### src/rtl/powerup_scheduler.sv
// Power-up arbiter: turns per-band loudness from microphone histograms into one-at-a-time,
// frame-timed power-up grants for the graphics controller.
module powerup_scheduler #(
   parameter int SAMPLES         = 16,
   parameter int BIN_W           = 18,
   parameter int THRESH          = 4096,
   parameter int DEBOUNCE        = 3,
   parameter int HOLD_FRAMES     = 120,
   parameter int COOLDOWN_FRAMES = 300
) (
   input  logic                     clk,
   input  logic                     rst_n,
   input  logic                     enable,
   input  logic                     hist_done,
   input  logic [SAMPLES*BIN_W-1:0] magnitudes,
   input  logic                     vsync,
   output logic [4:0]               pu_out,
   output logic [2:0]               active_id,
   output logic                     busy,
   output logic                     overrun
);

   localparam int BW      = (SAMPLES - 1) / 5;
   localparam int NBINS   = 5 * BW;
   localparam int IDX_W   = $clog2(SAMPLES);
   localparam int ACC_W   = BIN_W + $clog2(SAMPLES);
   localparam int CNT_MAX = (HOLD_FRAMES > COOLDOWN_FRAMES) ? HOLD_FRAMES : COOLDOWN_FRAMES;
   localparam int CNT_W   = $clog2(CNT_MAX + 1);

   typedef enum logic [1:0] {E_IDLE, E_SUM, E_UPD} e_state_t;
   typedef enum logic [1:0] {G_IDLE, G_ACTIVE, G_COOLDOWN} g_state_t;

   logic [BIN_W-1:0] mag_bin [SAMPLES];
   logic [BIN_W-1:0] bins_q  [SAMPLES];
   logic [BIN_W-1:0] bins_d  [SAMPLES];
   logic [3:0]       dbc_q   [5];
   logic [3:0]       dbc_d   [5];

   e_state_t         e_state_q, e_state_d;
   g_state_t         g_state_q, g_state_d;
   logic [IDX_W-1:0] bin_idx_q, bin_idx_d, pos_q, pos_d;
   logic [2:0]       band_q, band_d, rr_q, rr_d, id_q, id_d;
   logic [ACC_W-1:0] acc_q, acc_d, sum;
   logic [4:0]       loud_q, loud_d, pu_q, pu_d, pending;
   logic [CNT_W-1:0] cnt_q, cnt_d;
   logic             busy_q, busy_d, overrun_q, overrun_d;
   logic             vsync_q, vsync_d, tick_q, tick_d;
   logic             found;
   logic [2:0]       sel;
   logic [3:0]       cand;

   generate
      for (genvar gi = 0; gi < SAMPLES; gi++) begin : g_unpack
         assign mag_bin[gi] = magnitudes[gi*BIN_W +: BIN_W];
      end
   endgenerate

   assign pu_out    = pu_q;
   assign active_id = id_q;
   assign busy      = busy_q;
   assign overrun   = overrun_q;

   always_comb begin
      e_state_d = e_state_q;
      g_state_d = g_state_q;
      bins_d    = bins_q;
      bin_idx_d = bin_idx_q;
      pos_d     = pos_q;
      band_d    = band_q;
      acc_d     = acc_q;
      loud_d    = loud_q;
      dbc_d     = dbc_q;
      overrun_d = overrun_q;
      rr_d      = rr_q;
      cnt_d     = cnt_q;
      pu_d      = pu_q;
      id_d      = id_q;
      busy_d    = busy_q;
      vsync_d   = vsync;
      tick_d    = vsync_q & ~vsync;
      sum       = acc_q + ACC_W'(bins_q[bin_idx_q]);
      found     = 1'b0;
      sel       = 3'd0;
      cand      = 4'd0;

      case (e_state_q)
         E_IDLE: if (hist_done) begin
            bins_d    = mag_bin;
            bin_idx_d = IDX_W'(1);
            pos_d     = '0;
            band_d    = 3'd0;
            acc_d     = '0;
            e_state_d = E_SUM;
         end
         E_SUM: begin
            // Band boundaries tracked by a position counter instead of dividing the bin index.
            if (pos_q == IDX_W'(BW - 1)) begin
               loud_d[band_q] = (sum >= ACC_W'(THRESH));
               acc_d          = '0;
               pos_d          = '0;
               band_d         = band_q + 3'd1;
            end else begin
               acc_d = sum;
               pos_d = pos_q + 1'b1;
            end
            bin_idx_d = bin_idx_q + 1'b1;
            if (bin_idx_q == IDX_W'(NBINS)) e_state_d = E_UPD;
         end
         E_UPD: begin
            for (int k = 0; k < 5; k++)
               dbc_d[k] = !loud_q[k] ? 4'd0 :
                          (dbc_q[k] == 4'(DEBOUNCE)) ? 4'(DEBOUNCE) : dbc_q[k] + 4'd1;
            e_state_d = E_IDLE;
         end
         default: e_state_d = E_IDLE;
      endcase

      if (hist_done && e_state_q != E_IDLE) overrun_d = 1'b1;
      if (!enable)
         for (int k = 0; k < 5; k++) dbc_d[k] = 4'd0;

      for (int k = 0; k < 5; k++) pending[k] = (dbc_q[k] == 4'(DEBOUNCE));
      for (int j = 0; j < 5; j++) begin
         cand = {1'b0, rr_q} + 4'(j);
         if (cand >= 4'd5) cand = cand - 4'd5;
         if (!found && pending[cand[2:0]]) begin
            found = 1'b1;
            sel   = cand[2:0];
         end
      end

      case (g_state_q)
         G_IDLE: if (enable && found) begin
            pu_d       = 5'd1 << sel;
            id_d       = sel;
            busy_d     = 1'b1;
            dbc_d[sel] = 4'd0;
            rr_d       = (sel == 3'd4) ? 3'd0 : sel + 3'd1;
            cnt_d      = '0;
            g_state_d  = G_ACTIVE;
         end
         G_ACTIVE: if (tick_q) begin
            if (cnt_q == CNT_W'(HOLD_FRAMES - 1)) begin
               pu_d  = 5'd0;
               id_d  = 3'd7;
               cnt_d = '0;
               if (COOLDOWN_FRAMES == 0) begin
                  busy_d    = 1'b0;
                  g_state_d = G_IDLE;
               end else begin
                  g_state_d = G_COOLDOWN;
               end
            end else begin
               cnt_d = cnt_q + 1'b1;
            end
         end
         G_COOLDOWN: if (tick_q) begin
            if (cnt_q == CNT_W'(COOLDOWN_FRAMES - 1)) begin
               busy_d    = 1'b0;
               cnt_d     = '0;
               g_state_d = G_IDLE;
            end else begin
               cnt_d = cnt_q + 1'b1;
            end
         end
         default: g_state_d = G_IDLE;
      endcase

      if (!enable) begin
         g_state_d = G_IDLE;
         pu_d      = 5'd0;
         id_d      = 3'd7;
         busy_d    = 1'b0;
         cnt_d     = '0;
      end
   end

   always_ff @(posedge clk) begin
      bins_q <= bins_d;
   end

   always_ff @(posedge clk) begin
      if (!rst_n) begin
         e_state_q <= E_IDLE;
         g_state_q <= G_IDLE;
         bin_idx_q <= '0;
         pos_q     <= '0;
         band_q    <= 3'd0;
         acc_q     <= '0;
         loud_q    <= 5'd0;
         for (int k = 0; k < 5; k++) dbc_q[k] <= 4'd0;
         overrun_q <= 1'b0;
         rr_q      <= 3'd0;
         cnt_q     <= '0;
         pu_q      <= 5'd0;
         id_q      <= 3'd7;
         busy_q    <= 1'b0;
         vsync_q   <= 1'b1;
         tick_q    <= 1'b0;
      end else begin
         e_state_q <= e_state_d;
         g_state_q <= g_state_d;
         bin_idx_q <= bin_idx_d;
         pos_q     <= pos_d;
         band_q    <= band_d;
         acc_q     <= acc_d;
         loud_q    <= loud_d;
         dbc_q     <= dbc_d;
         overrun_q <= overrun_d;
         rr_q      <= rr_d;
         cnt_q     <= cnt_d;
         pu_q      <= pu_d;
         id_q      <= id_d;
         busy_q    <= busy_d;
         vsync_q   <= vsync_d;
         tick_q    <= tick_d;
      end
   end

endmodule

### config.mk
export PLATFORM = sky130hd
export DESIGN_NAME = powerup_scheduler
export DESIGN_NICKNAME = d
export VERILOG_FILES = /design/src/rtl/powerup_scheduler.sv
export SDC_FILE = /design/constraint.sdc
export NUM_CORES = 1
export LEC_CHECK = 0
export ABC_AREA = 0
export CORE_AREA = 10 10 161 238
export CTS_CLUSTER_DIAMETER = 50
export DETAILED_ROUTE_END_ITERATION = 8
export DIE_AREA = 0 0 171 248
export PLACE_DENSITY = 0.75
export SYNTH_ARGS = -nofsm -noshare
export SYNTH_HDL_FRONTEND = slang
export SYNTH_SLANG_ARGS = --single-unit
### constraint.sdc
create_clock -name clk -period 24.4 [get_ports clk]
set_input_delay 4.88 -clock clk [delete_from_list [all_inputs] [get_ports clk]]
set_output_delay 4.88 -clock clk [all_outputs]
set_load 0.005 [all_outputs]
==> flow_summary_export.csv <==
group,metric,value,unit
sta,finalMaxSlewViolations,0,
placement,dp_hpwl,30.59,mm
global_route,top_usage_layer,"met2",
logic_synthesis,synth-adder-area-share,3.517,%
setup_path,worstReg2RegStart,"bin_idx_q[0]",
floorplan,die-area,0.04241,mm2
run_status,status,"complete, no violations",
routing,drc_errors,0,
placement,io_buffers,302,
global_route,antenna_found_initial,6,
setup_path,r2r_slack,18.76,ns
sta,min_period,8.079,ns
setup_path,cp.arrival,8.22,ns
clock_network,clk_latency,0.54,ns
layout,drive_gt1_share,12.23,%
clock_network,cts_hold_buf,0,
setup_path,critical_path_required,24.55,ns
logic_synthesis,synthMuxAreaShare,12.44,%
logic_synthesis,synth_top_family_by_area,"multiplexers",
logic_synthesis,syn-num-nets,1483,
routing,antenna_left,0,
clock_network,htreeDepth,2,
placement,placed_cell_area,0.02023,mm2
global_route,grt.overflow.total,0,
placement,dp_cells,1833,
floorplan,start_util,49.30,%
global_route,grt_pass1_vias,11530,
clock_network,path_clk_slew,0.05,ns
clock_network,cts_made_buffers,37,
sta,setup_viol,0,
setup_path,r2r_end,"loud_q[4]",
routing,routedWlPerCell,21.59,um
clock_network,cts_resized,0,
pwr,p_total,1.483,mW
setup_path,crit_fanout,134,
routing,via_count,10890,
logic_synthesis,async_flop_share,0,%
layout,final_common_cell,"clkdlybuf4s50_1",
floorplan,die_x,171,um
floorplan,die_h,248,um
sta,grt_setup_unrepaired,"false",
logic_synthesis,synth_ff_type,"edfxtp_1",
layout,fin_cells,1904,
logic_synthesis,ys_top_cells_by_area,"edfxtp_1 51%, mux4_2 12%, dfxtp_1 10%",
logic_synthesis,syn_area_per_cell,14.68,um2
layout,fin_area,0.02136,mm2
logic_synthesis,ys_seq_elements,374,
global_route,grt.met2_usage,36.22,%
hold_path,hold_class,"register to register",
logic_synthesis,syn_area,0.01679,mm2
logic_synthesis,synth_compound_area_share,10.07,%
sta,worst_pin_slew,1.002,ns
pwr,power_density,69.39,mW/mm2
logic_synthesis,synth-edff-count,288,
floorplan,fp.coreArea,0.03406,mm2
layout,final_nets,1786,
logic_synthesis,seq_area_frac_synth,61.75,%
clock_network,cts_setup_buffers,0,
global_route,grt_use_met1,19.70,%
layout,fillCellCount,2514,
logic_synthesis,syn_inst,1144,
layout,final_cell_mix,"302 x clkdlybuf4s50_1, 288 x edfxtp_1, 91 x mux4_2, 83 x dfxtp_1, 74 x nand2_1",
sta,hold_slack,0.4169,ns
clock_network,tritoncts,"done",
floorplan,num_rows,83,
clock_network,cts-root-buf,"clkbuf_16",
routing,firstDrtPassIters,5,
logic_synthesis,ys_warn_count,0,
clock_network,cts_sinks,374,
clock_network,cts_buffer_depth,3,
job,drv_cap,0,
sta,finalHoldViolCount,0,
logic_synthesis,synth_top_cell_area_share,51.50,%
sta,max_freq,0.1238,GHz
hold_path,hold_start,"vsync_q",
global_route,grt_use_total,19.17,%
global_route,grt_max_degree,135,
hold_path,whs_path_depth,2,
pwr,ir_drop,0.00006351,V
setup_path,rr_worst_depth,15,
routing,routed_wirelength,41.11,mm
global_route,gr-usage-met3,5.025,%
sta,final.setup.tns,0,ns
global_route,grt_pass1_wl,62.65,mm
sta,slew_headroom,33.18,%
sta,fin_worst_skew,0.02070,ns
sta,post-route-period-util,33.11,%
routing,vias_per_cell,5.720,
logic_synthesis,synth_xor_area_share,1.095,%
layout,area_delta_synth_final,27.22,%
setup_path,path_class,"primary input to register",
logic_synthesis,yosys.area.top_type,"edfxtp_1",
pwr,leakage,7.432,nW
floorplan,pin_count,303,
logic_synthesis,netlist-cell-type-count,88,
logic_synthesis,yosys.area_share.simple,9.112,%
hold_path,whs_endpoint,"tick_q",
routing,drt_iter0_drc,773,
placement,place_congestion,0.8945,
setup_path,endpoint_kind,"register",
setup_path,worstSetupStartpointType,"primary input",
state kept, by name (all words and copies together), names as in the netlist:
signal     count
acc_q         22
active_id      3
band_q         3
bin_idx_q      4
bins_q       288
busy           1
cnt_q          9
dbc_q         20
e_state_q      2
g_state_q      2
loud_q         5
overrun        1
pos_q          4
pu_out         5
rr_q           3
tick_q         1
vsync_q        1
per-stage QoR:
| stage | util [%] | worst slack (ns) |
|---|---|---|
| 3_5_place_dp | 59.40 | 15.86 |
| 3_3_place_gp | 59.40 | 15.96 |
| 4_1_cts | 62.67 | 16.40 |
| 2_1_floorplan | - | 13.20 |
| 5_1_grt | 62.72 | 16.10 |
| 6_report | 62.72 | 16.32 |
per-layer routing:
metal  up-vias  share of wire [%]
li1       5146                  -
met4         0                2.9
met5         -                  0
met3        66                5.9
met1      5335                 35
met2       344                 56
layout make-up:
type	count	area [um2]	share of cell area (%)
Antenna cell	7	17.52	0.08199
Sequential cell	374	10380	48.58
Inverter	35	138.9	0.6501
Clock buffer	51	988.4	4.627
Clock inverter	13	126.4	0.5915
Tap cell	425	531.8	2.489
Timing Repair Buffer	312	3098	14.50
Multi-Input combinational cell	687	6085	28.48
cell usage after synthesis (all sizes together), types with 8 or more instances:
cell type	number
a21o	22
edfxtp	288
buf	20
nand3	30
o21ai	57
and2	10
nor3	19
and3	16
a31oi	11
a21oi	43
dfxtp	86
xnor2	13
ha	44
a22oi	13
o21a	12
clkbuf	28
a211oi	9
nor3b	9
inv	35
nand2b	14
o31ai	9
nand2	74
xor2	8
mux4	91
nor2	51
nor2b	11
power by group:
part / switching [mW] / leakage [nW] / internal, mW
Sequential: 0.0145 / 3.45 / 0.728
Combinational: 0.102 / 3.44 / 0.113
Clock: 0.237 / 0.541 / 0.289
Total: 0.353 / 7.43 / 1.13
worst max-delay path, stage by stage:
cell and delay (ns):
clkdlybuf4s50_1 0.47, nand2_1 0.23, inv_8 0.63, buf_4 0.87, buf_4 0.86
cells by family after synthesis:
family / count (synthesis)
AND/OR/NAND/NOR: 287
flip-flops: 374
multiplexers: 95
adder cells (fa/ha/maj): 46
buffers and inverters: 83
XOR/XNOR: 21
AO/OA/AOI/OAI: 238
how the worst max path moves through the flow:
stage,from,end,slack [ns],cells past startpoint
2_1_floorplan,hist_done,bins_q[0],13.20,2
4_1_cts,hist_done,bins_q[165],16.40,5
5_1_grt,hist_done,bins_q[165],16.10,5
3_3_place_gp,hist_done,bins_q[201],15.96,5
3_5_place_dp,hist_done,bins_q[23],15.86,5
6_report,hist_done,bins_q[255],16.32,5
(Power assumes the default switching activity.)
